## src/rtl/matrix_inverse_engine.sv

```systemverilog
// Sequential Gauss-Jordan inverter for an NxN signed Q(W-FRAC).FRAC matrix, one divider + one multiplier.
// Define MATINV_PIVOT_EN to enable row-swap pivot search on a zero diagonal pivot.
module matrix_inverse_engine #(
    parameter int N    = 5,
    parameter int W    = 16,
    parameter int FRAC = 8
) (
    input  logic         clk,
    input  logic         rst,
    input  logic         start,
    input  logic         in_valid,
    output logic         in_ready,
    input  logic [W-1:0] in_data,
    output logic         out_valid,
    input  logic         out_ready,
    output logic [W-1:0] out_data,
    output logic         busy,
    output logic         done,
    output logic         singular
);
    localparam int NN = N * N;
    localparam int AW = $clog2(NN);
    localparam int QW = W + FRAC;
    localparam int DW = $clog2(QW + 1);
    localparam logic [AW-1:0] NA        = AW'(N);
    localparam logic [AW-1:0] LAST_ROW  = AW'(N - 1);
    localparam logic [AW-1:0] LAST_COL  = AW'(2 * N - 1);
    localparam logic [AW-1:0] LAST_ELEM = AW'(NN - 1);
    localparam logic [DW-1:0] LAST_DIV  = DW'(QW);
    localparam logic signed [2*W:0] SMAX = {{(W+2){1'b0}}, {(W-1){1'b1}}};
    localparam logic signed [2*W:0] SMIN = {{(W+2){1'b1}}, {(W-1){1'b0}}};
    localparam logic signed [W-1:0] ONE  = W'(1) << FRAC;

    typedef enum logic [2:0] {
        S_IDLE, S_LOAD, S_DIV, S_SEARCH, S_SWAP, S_NORM, S_ELIM, S_UNLOAD
    } state_t;

    state_t state, state_nxt;

    logic signed [W-1:0] a_mem   [NN];
    logic signed [W-1:0] inv_mem [NN];

    logic [AW-1:0] piv, row, col, srow, idx;
    logic [DW-1:0] dcnt;
    logic [W-1:0]  divisor, rem;
    logic [QW-1:0] quo;
    logic          p_neg;
    logic signed [W-1:0] recip, f_reg;

    logic [AW-1:0] ccol, jrow, nrow;
    logic          sel_inv, row_last;
    logic signed [W-1:0] pivot, xi, xj, f_eff, mul_a, wr_val;
    logic signed [2*W-1:0] prod, prod_sh;
    logic [W:0]    shifted, trial;
    logic [W-1:0]  rem_nxt;
    logic [QW-1:0] quo_nxt;
    logic          in_fire, out_fire, fail;

    function automatic logic [AW-1:0] addr(input logic [AW-1:0] r, input logic [AW-1:0] c);
        return r * NA + c;
    endfunction

    function automatic logic signed [W-1:0] sat(input logic signed [2*W:0] v);
        if (v > SMAX) return SMAX[W-1:0];
        if (v < SMIN) return SMIN[W-1:0];
        return v[W-1:0];
    endfunction

    // Quotient is a magnitude; the negative range reaches one further than the positive.
    function automatic logic signed [W-1:0] sat_recip(input logic [QW-1:0] q, input logic neg);
        logic [QW-1:0] lim;
        lim = neg ? (QW'(1) << (W - 1)) : ((QW'(1) << (W - 1)) - QW'(1));
        if (q > lim) return neg ? SMIN[W-1:0] : SMAX[W-1:0];
        return neg ? -$signed(q[W-1:0]) : $signed(q[W-1:0]);
    endfunction

    assign in_ready  = (state == S_LOAD);
    assign out_valid = (state == S_UNLOAD);
    assign busy      = (state != S_IDLE);
    assign out_data  = (state == S_UNLOAD) ? inv_mem[idx] : '0;

    always_comb begin
        sel_inv = (col >= NA);
        ccol    = sel_inv ? col - NA : col;
        jrow    = (state == S_SWAP) ? srow : row;
        pivot   = a_mem[addr(piv, piv)];
        xi      = sel_inv ? inv_mem[addr(piv, ccol)] : a_mem[addr(piv, ccol)];
        xj      = sel_inv ? inv_mem[addr(jrow, ccol)] : a_mem[addr(jrow, ccol)];
        // The row factor is captured before its own column is overwritten.
        f_eff   = (col == '0) ? a_mem[addr(row, piv)] : f_reg;
        mul_a   = (state == S_NORM) ? recip : f_eff;
        prod    = $signed({{W{mul_a[W-1]}}, mul_a}) * $signed({{W{xi[W-1]}}, xi});
        prod_sh = prod >>> FRAC;
        if (state == S_NORM)
            wr_val = sat({prod_sh[2*W-1], prod_sh});
        else
            wr_val = sat({{(W+1){xj[W-1]}}, xj} - {prod_sh[2*W-1], prod_sh});

        shifted = {rem, quo[QW-1]};
        trial   = shifted - {1'b0, divisor};
        rem_nxt = trial[W] ? shifted[W-1:0] : trial[W-1:0];
        quo_nxt = {quo[QW-2:0], ~trial[W]};

        nrow = row + AW'(1);
        if (nrow == piv) nrow = nrow + AW'(1);
        row_last = (nrow >= NA);
    end

    always_ff @(posedge clk) begin
        if (rst) state <= S_IDLE;
        else     state <= state_nxt;
    end

    always_comb begin
        state_nxt = state;
        fail      = 1'b0;
        in_fire   = (state == S_LOAD) && in_valid;
        out_fire  = (state == S_UNLOAD) && out_ready;
        case (state)
            S_IDLE:   if (start) state_nxt = S_LOAD;
            S_LOAD:   if (in_fire && idx == LAST_ELEM) state_nxt = S_DIV;
            S_DIV: begin
                if (dcnt == '0 && pivot == '0) begin
`ifdef MATINV_PIVOT_EN
                    if (piv == LAST_ROW) begin
                        fail      = 1'b1;
                        state_nxt = S_IDLE;
                    end else begin
                        state_nxt = S_SEARCH;
                    end
`else
                    fail      = 1'b1;
                    state_nxt = S_IDLE;
`endif
                end else if (dcnt == LAST_DIV) begin
                    state_nxt = S_NORM;
                end
            end
`ifdef MATINV_PIVOT_EN
            S_SEARCH: begin
                if (a_mem[addr(srow, piv)] != '0) begin
                    state_nxt = S_SWAP;
                end else if (srow == LAST_ROW) begin
                    fail      = 1'b1;
                    state_nxt = S_IDLE;
                end
            end
            S_SWAP:   if (col == LAST_COL) state_nxt = S_DIV;
`endif
            S_NORM:   if (col == LAST_COL) state_nxt = S_ELIM;
            S_ELIM: begin
                if (col == LAST_COL && row_last)
                    state_nxt = (piv == LAST_ROW) ? S_UNLOAD : S_DIV;
            end
            S_UNLOAD: if (out_fire && idx == LAST_ELEM) state_nxt = S_IDLE;
            default:  state_nxt = S_IDLE;
        endcase
    end

    always_ff @(posedge clk) begin
        if (rst) begin
            piv      <= '0;
            row      <= '0;
            col      <= '0;
            srow     <= '0;
            idx      <= '0;
            dcnt     <= '0;
            done     <= 1'b0;
            singular <= 1'b0;
        end else begin
            done <= fail || (out_fire && idx == LAST_ELEM);
            if (fail) singular <= 1'b1;
            case (state)
                S_IDLE: begin
                    if (start) begin
                        singular <= 1'b0;
                        idx      <= '0;
                        piv      <= '0;
                        dcnt     <= '0;
                    end
                end
                S_LOAD: if (in_fire) idx <= (idx == LAST_ELEM) ? '0 : idx + AW'(1);
                S_DIV: begin
                    dcnt <= (state_nxt == S_DIV) ? dcnt + DW'(1) : '0;
                    col  <= '0;
                    srow <= piv + AW'(1);
                end
                S_SEARCH: srow <= srow + AW'(1);
                S_SWAP:   col <= (col == LAST_COL) ? '0 : col + AW'(1);
                S_NORM: begin
                    col <= (col == LAST_COL) ? '0 : col + AW'(1);
                    if (col == LAST_COL) row <= (piv == '0) ? AW'(1) : '0;
                end
                S_ELIM: begin
                    if (col == LAST_COL) begin
                        col <= '0;
                        row <= nrow;
                        if (row_last) piv <= piv + AW'(1);
                    end else begin
                        col <= col + AW'(1);
                    end
                end
                S_UNLOAD: if (out_fire) idx <= (idx == LAST_ELEM) ? '0 : idx + AW'(1);
                default: ;
            endcase
        end
    end

    always_ff @(posedge clk) begin
        if (state == S_IDLE && start) begin
            for (int k = 0; k < NN; k++)
                inv_mem[k[AW-1:0]] <= ((k % N) == (k / N)) ? ONE : '0;
        end
        if (in_fire) a_mem[idx] <= in_data;
        // Restoring division of 2^(2*FRAC) by |pivot|: one setup cycle, then one bit per cycle.
        if (state == S_DIV) begin
            if (dcnt == '0) begin
                divisor <= pivot[W-1] ? $unsigned(-pivot) : $unsigned(pivot);
                rem     <= '0;
                quo     <= QW'(1) << (2 * FRAC);
                p_neg   <= pivot[W-1];
            end else begin
                rem <= rem_nxt;
                quo <= quo_nxt;
                if (dcnt == LAST_DIV) recip <= sat_recip(quo_nxt, p_neg);
            end
        end
        if (state == S_NORM) begin
            if (sel_inv) inv_mem[addr(piv, ccol)] <= wr_val;
            else         a_mem[addr(piv, ccol)]   <= wr_val;
        end
        if (state == S_ELIM) begin
            if (col == '0) f_reg <= f_eff;
            if (sel_inv) inv_mem[addr(row, ccol)] <= wr_val;
            else         a_mem[addr(row, ccol)]   <= wr_val;
        end
`ifdef MATINV_PIVOT_EN
        if (state == S_SWAP) begin
            if (sel_inv) begin
                inv_mem[addr(piv, ccol)]  <= xj;
                inv_mem[addr(srow, ccol)] <= xi;
            end else begin
                a_mem[addr(piv, ccol)]  <= xj;
                a_mem[addr(srow, ccol)] <= xi;
            end
        end
`endif
    end

endmodule

```

## config.mk

```make
export PLATFORM = sky130hd
export DESIGN_NAME = matrix_inverse_engine
export DESIGN_NICKNAME = d
export VERILOG_FILES = /design/src/rtl/matrix_inverse_engine.sv
export SDC_FILE = /design/constraint.sdc
export NUM_CORES = 2
export LEC_CHECK = 0
export BUFFER_PORTS_ARGS = -buffer_cell sky130_fd_sc_hd__buf_2
export CORE_MARGIN = 8
export CORE_UTILIZATION = 30
export CTS_CLUSTER_SIZE = 20
export DETAILED_ROUTE_END_ITERATION = 7
export PLACE_DENSITY = 0.4
export SYNTH_ARGS = -nofsm -noshare
export SYNTH_HDL_FRONTEND = slang
export SYNTH_SLANG_ARGS = --single-unit
```

## constraint.sdc

```tcl
create_clock -name clk -period 24.2 [get_ports clk]
set_input_delay 4.84 -clock clk [delete_from_list [all_inputs] [get_ports clk]]
set_output_delay 4.84 -clock clk [all_outputs]
set_load 0.02 [all_outputs]
```

### After elaboration in Yosys (flattened, before gate mapping)

Memory sizes are Yosys's and may differ from the RTL's. A register that Yosys moved wholly into a read port is not among the register bits.
Cells that the tools add are included.

* add/sub/neg operators: 17
* $mul: 4
* magnitude comparators: 7
* equality and inequality tests: 19
* multiplexer cells: 97
* bitwise gates (word level): 2
* reductions and logical operators: 32

Operators with widths (count)
* 16-bit 2-to-1 mux: 24
* 5-bit 2-to-1 mux: 19
* 16-bit OR reduction: 4
* 5-bit case mux with 2 select lines: 5
* 1-bit 2-to-1 mux: 38
* 5-bit by 1-bit adder with 5-bit output (second input constant): 7
* 16-bit by 16-bit multiplier with 32-bit output: 1
* 16-bit negation: 2
* 5-bit adder: 5
* 25-bit by 16-bit greater-than comparator with 1-bit output (second input constant): 1
* 25-bit by 16-bit < comparator with 1-bit output (second input constant): 1
* 16-bit by 24-bit subtractor with 25-bit output: 1
* 24-bit by 16-bit greater-than comparator with 1-bit output: 1
* 24-bit by 16-bit greater-than comparator with 1-bit output (second input constant): 1
* 24-bit by 16-bit < comparator with 1-bit output (second input constant): 1
* 3-bit 2-to-1 mux: 8
* 3-bit case mux with 6 select lines: 1
* 17-bit by 16-bit subtractor with 17-bit output: 1
* 16-bit logical NOT: 1
* 5-bit logical NOT: 3
* 5-bit by 3-bit multiplier with 5-bit output (second input constant): 3
* 15-bit 2-to-1 mux: 1
* 5-bit case mux with 3 select lines: 1
* 3-bit equality test (second input constant): 4
* other kinds (20): 44

* flip-flop bits (word level): 124
* bits in writable memories: 800
* output and inout bits: 21
* word-level logic and storage cells: 196
* memories: 2

Memories
* a_mem: words 25, width 16, rd ports 4, clocked after Yosys merged registers in 0, write ports 1, line 40 `logic signed [W-1:0] a_mem [NN];`
* inv_mem: words 25, width 16, rd ports 3, clocked after Yosys merged registers in 1, write ports 25, line 41 `logic signed [W-1:0] inv_mem [NN];`

### Longest topological paths before layout

An unclocked memory read counts as a cell.

* word-level depth: 17
* gate-level depth with buffers: 67
* depth with buffers taken out: 55

### Least setup slack after synthesis

No wires, ideal clock.

* kind: reg2reg
* start: reg col[1]
* end: mem a_mem[0][5] (data pin)
* library setup time: 0.400 ns
* arrival time: 15.588 ns
* slack: 8.212 ns
* stages on the path, launching flop included: 59
* buffers on the path: 14
* path through: dfxtp_1 inv_1 ha_1 o31ai_1 nand2_1 clkbuf_1 buf_1 buf_1 nand2_1 a21boi_0 inv_1 fa_1 buf_2 clkbuf_1 buf_2 buf_1 buf_1 clkbuf_1 [23 not listed] a21boi_0 o21a_1 nor3_1 or2_2 ha_1 buf_1 nand3_1 or4_1 o211ai_1 or3_1 nor3_1 nor4b_2 a41o_2 buf_4 nand3b_1 a21o_1 buf_2 o21ai_0

* longest elaborated chain between the ends: 16
* elaborated cells on any way between the ends: 44
* classes of those cells: add/sub: 4; mul: 1; order compare: 5; mux: 29; reduce/logical: 3; memory: 2

RTL lines
* from (decl): line 43 `logic [AW-1:0] piv, row, col, srow, idx;`
* from (signal assigned): line 189 `S_SWAP: col <= (col == LAST_COL) ? '0 : col + AW'(1);`
* from (signal assigned): line 191 `col <= (col == LAST_COL) ? '0 : col + AW'(1);`
* from (signal assigned): line 200 `col <= col + AW'(1);`
* 5-bit by 3-bit subtractor with 5-bit output / 5-bit by 3-bit >= comparator with 1-bit output (equally long branches): line 84, 83
* 5-bit 2-to-1 mux: line 84 `ccol = sel_inv ? col - NA : col;`
* 5-bit adder: line 60 `return r * NA + c;`
* memory read 25 x 16 bit (on tied branches)
* 16-bit 2-to-1 mux: line 87 `xi = sel_inv ? inv_mem[addr(piv, ccol)] : a_mem[addr(piv, ccol)];`
* 16-bit by 16-bit multiplier with 32-bit output: line 92 `prod = $signed({{W{mul_a[W-1]}}, mul_a}) * $signed({{W{xi[W-1]}}, xi});`
* 16-bit by 24-bit subtractor with 25-bit output: line 97 `wr_val = sat({{(W+1){xj[W-1]}}, xj} - {prod_sh[2*W-1], prod_sh});`
* 25-bit by 16-bit < comparator with 1-bit output: line 65 `if (v < SMIN) return SMIN[W-1:0];`
* 1-bit 2-to-1 mux (2 in a row): line 65
* 1-bit 2-to-1 mux: line 94 `if (state == S_NORM)`
* 16-bit 2-to-1 mux: line 66 `return v[W-1:0];`
* 16-bit 2-to-1 mux: line 65
* 16-bit 2-to-1 mux: line 94
* 16-bit 2-to-1 mux (no source line)
* 16-bit 2-to-1 mux (no source line) (*)
* to (decl): line 40

Mark *: on every way between the ends. The rest lies on a longest branch, timed or not. The select of a mux whose other input is x is not followed.

### Worst setup path after layout

* start: reg col[1]
* end: mem a_mem[24][12] (data pin)

Same word-level chain as after synthesis.

==> run summary <==
Using the TritonRoute via totals, the vias-per-cell ratio works out to 5.77. After clock tree synthesis, the setup repair step added 0 buffers. Number of max-capacitance violations reported: 1. The HPWL after detailed placement is 184 mm. Counting instances, the worst hold path has a depth of 2.

At the pin with the least slew margin, the transition time is 1.50 ns. The worst setup path category was flip-flop to flip-flop. The number of warnings printed during yosys synthesis was 0. The run finished, with violations left. The number of global-route vias before repair came out at 51200. Setup repair after global routing left no endpoint under its margin.

Site row count: 182. STA puts the critical path data required time at 24.75 ns. Global routing finished with a remaining overflow of 0.

TritonCTS built the clock tree. The number of nets handed over by synthesis was 5970. The top register by number of flip-flops is inv_mem. The worst hold path begins at singular. The worst register-to-register path begins at col[1]. Based on the critical path, the design can be clocked at up to 54.8 MHz. The tools report the netlist area before placement as 74000 um^2. The delay of the slowest cell on the worst path came out at 1.20 ns. The H-tree was split into 4 levels.

The post-cts resize count is 0, and the minimum period implied by the final worst setup slack is 18.25 ns. The number of flip-flops in the largest register was 512; the total setup violations reported at the end of the flow was 0. The worst path meets setup with 5.95 ns of slack. In this run the tool buffered the top-level ports with 41 buffer cells. Among all flip-flop cells after synthesis, the most frequent one is sky130_fd_sc_hd__edfxtp_1. For the worst max-slew margin expressed relative to the limit, the log shows -0.0737%.

STA classifies the critical path endpoint as a flip-flop. The routed length on met1 was 121 mm. Compared with the post-synthesis result, the final layout area differs by 11.8%. The run gives 30.1% as the effective utilization at floorplan. Yosys mapped a number of flops with a built-in enable equal to 1001. The CTS clock-pin slew for the worst setup and hold paths came out at 0.05 ns. The longest clock path from root to sink contains 3 buffers. Dividing the detail-routed wire length by the instance count gives 32.4 um.

In this run the critical register-to-register path is captured at a_mem[24][12]. The final reports fail on capacitance limit, slew limit. The clock drives 1041 sinks. The region available for standard cell placement spans 246000 um^2. The average instance in the mapped netlist occupies 13.4 um^2. The number of cells on the worst reg-to-reg path is 53.

The die covers 263000 um^2. Entering global routing, the biggest net connects 101 pins. The logs give 0.831 for the routability congestion estimate and 285 mm for the wire length after detailed routing. The total number of vias was 50700; the met2 layer wire length in the routed design was 131 mm.

The slowest stage of the critical path is the sky130_fd_sc_hd__fa_4 cell. TritonCTS created 131 clock buffers. For the length of the first detailed-routing pass in iterations, the log shows 8. The CTS root buffer is sky130_fd_sc_hd__clkbuf_16. Setup slack on the worst reg-to-reg path comes out at 5.95 ns. The global-route wire length before repair is 402 mm, and the data arrival time of the critical path is 18.80 ns. For the total count of hold-check failures in the final report, the log shows 0. The worst hold-check path type is flip-flop to flip-flop.

The number of synthesized register bits came out at 1041. The first routing iteration left 5097 violations. The number of antenna violations at the first check in global routing came out at 15. The path with the worst hold slack has its endpoint at singular. The worst setup path is launched from a flip-flop. Sequential cells were found to cover 41.7% of the synthesized design area. At the end of the flow, the number of nets in the layout was 5924. Pin placement for this block handled 42 I/O pins. Cells with a size suffix above 1 make up 25.9% of the layout. Synthesis produced a netlist whose cell count is 5507.

Count of unique library cells instantiated by Yosys: 95. The number of slew-limit violations in the final report is 1. The run gives 0.0527 ns as the worst clock skew on the final layout. For this design, the CTS-stage hold fixing added 0 buffers. After detailed routing, no signal wire sits above met5.

The largest registers in the layout are inv_mem: 512 flops, a_mem: 400 flops, quo: 24 flops. Height of the chip: 513 um. Counting tap cells, the placed design contains a total of 8548 instances. The post-route DRC violation count is 0. The die is 513 um wide. After layout, the worst path uses 75.4% of the clock period. Across every metal layer, demand over resource in global routing totals 21.2%. Timing analysis after detailed placement gives a worst setup slack of 5.85 ns. The count of non-filler cells in the finished layout is 8783. Library cell appearing most often on the critical path: sky130_fd_sc_hd__inv_1.

The run gives 21.3 mm as the total met3 wirelength after detailed routing. In this run the worst path has a maximum fanout of 101. On the final layout, the worst hold slack is 0.517 ns. Clock latency on the worst-skew pair, taken at its later pin, is 0.82 ns. Counting flops with an async set or reset pin after synthesis yields a share of 0%. The logs give 0 for the post-detailed-route count of antenna-violating nets and 0 ns for the final-layout setup total negative slack.
==> how the worst max path moves through the flow <==
stage,from,endpoint,slack [ns]
floorplan,col[1],a_mem[0][5],8.21
global placement,col[1],a_mem[5][12],5.93
detailed placement,col[1],a_mem[5][12],5.85
CTS,col[1],a_mem[24][12],5.84
global route,col[1],a_mem[24][12],4.86
finish,col[1],a_mem[24][12],5.95
==> cells by family after synthesis <==
kind of cell	count (synthesis)	synth area share (%)
simple gates	1538	9.22
buf+inv	840	4.60
compound gates	579	5.18
flops	1041	41.7
fa+ha+maj	442	10.2
mux	966	27.8
xor+xnor	101	1.34
==> synthesized netlist by cell type, types with 27 or more instances <==
master	instances	area, um^2
sky130_fd_sc_hd__a211oi_1	66	495
sky130_fd_sc_hd__a21o_1	49	368
sky130_fd_sc_hd__a21oi_1	154	771
sky130_fd_sc_hd__a31oi_1	28	175
sky130_fd_sc_hd__and2_1	124	776
sky130_fd_sc_hd__buf_1	99	372
sky130_fd_sc_hd__clkbuf_1	249	935
sky130_fd_sc_hd__dfxtp_1	40	801
sky130_fd_sc_hd__edfxtp_1	1001	30100
sky130_fd_sc_hd__fa_1	269	5390
sky130_fd_sc_hd__ha_1	173	2160
sky130_fd_sc_hd__inv_1	421	1580
sky130_fd_sc_hd__mux2i_1	92	921
sky130_fd_sc_hd__mux4_2	872	19600
sky130_fd_sc_hd__nand2_1	443	1660
sky130_fd_sc_hd__nand2b_1	27	169
sky130_fd_sc_hd__nand3_1	65	325
sky130_fd_sc_hd__nor2_1	667	2500
sky130_fd_sc_hd__nor2b_1	47	294
sky130_fd_sc_hd__nor3_1	39	195
sky130_fd_sc_hd__o21ai_0	112	561
sky130_fd_sc_hd__xnor2_1	64	561
sky130_fd_sc_hd__xor2_1	30	263
==> metal layers <==
| metal | vias up | GRT usage, % |
|---|---|---|
| met5 | - | 0 |
| met4 | 8 | 7.18 |
| met3 | 411 | 4.27 |
| met2 | 2223 | 33.7 |
| met1 | 27200 | 29.1 |
| li1 | 20800 | - |
==> through the flow <==
step,utilization (%),area (um^2)
2_1_floorplan,-,74000
3_3_place_gp,32.0,78500
3_5_place_dp,32.0,78500
4_1_cts,33.7,82800
5_1_grt,33.7,82800
6_report,33.7,82800
==> worst max-delay path: cells and delay by family (launching register included) <==
| kind | cells | cell delay (ns) |
|---|---|---|
| AO/OA/AOI/OAI | 14 | 5.38 |
| XOR/XNOR | 1 | 0.22 |
| adder cells (fa/ha/maj) | 10 | 5.14 |
| buffers and inverters | 11 | 2.19 |
| flip-flops | 1 | 0.44 |
| multiplexers | 2 | 1.05 |
| AND/OR/NAND/NOR | 15 | 3.23 |
==> final cells by class <==
type / count / area, um^2
Multi-Input combinational cell: 3626 / 40300
Fill cell: 23800 / 163000
Antenna cell: 6 / 15.0
Tap cell: 3220 / 4030
Clock inverter: 70 / 739
Timing Repair Buffer: 229 / 1700
Clock buffer: 159 / 3510
Inverter: 432 / 1620
Sequential cell: 1041 / 30900
==> layout by cell type (no fill, tap or decap), types with 27 or more instances in the layout <==
cell type                   instances
sky130_fd_sc_hd__nor2_1           635
sky130_fd_sc_hd__dfxtp_1           35
sky130_fd_sc_hd__nand2b_1          27
sky130_fd_sc_hd__inv_1            420
sky130_fd_sc_hd__a21o_1            45
sky130_fd_sc_hd__ha_1             169
sky130_fd_sc_hd__nor3_1            37
sky130_fd_sc_hd__xnor2_1           59
sky130_fd_sc_hd__nand3_1           64
sky130_fd_sc_hd__nor2b_1           47
sky130_fd_sc_hd__mux2i_1           91
sky130_fd_sc_hd__clkbuf_16        135
sky130_fd_sc_hd__buf_2             41
sky130_fd_sc_hd__a211oi_1          64
sky130_fd_sc_hd__mux4_2           872
sky130_fd_sc_hd__o21ai_0           97
sky130_fd_sc_hd__nor2_2            32
sky130_fd_sc_hd__and2_1           124
sky130_fd_sc_hd__nand2_1          433
sky130_fd_sc_hd__buf_4            181
sky130_fd_sc_hd__edfxtp_1        1001
sky130_fd_sc_hd__a21oi_1          154
sky130_fd_sc_hd__fa_1             266
Power is left out: the tool's default activity adds up to more than one toggle a clock period on the data nets, which glitch-free logic cannot reach.
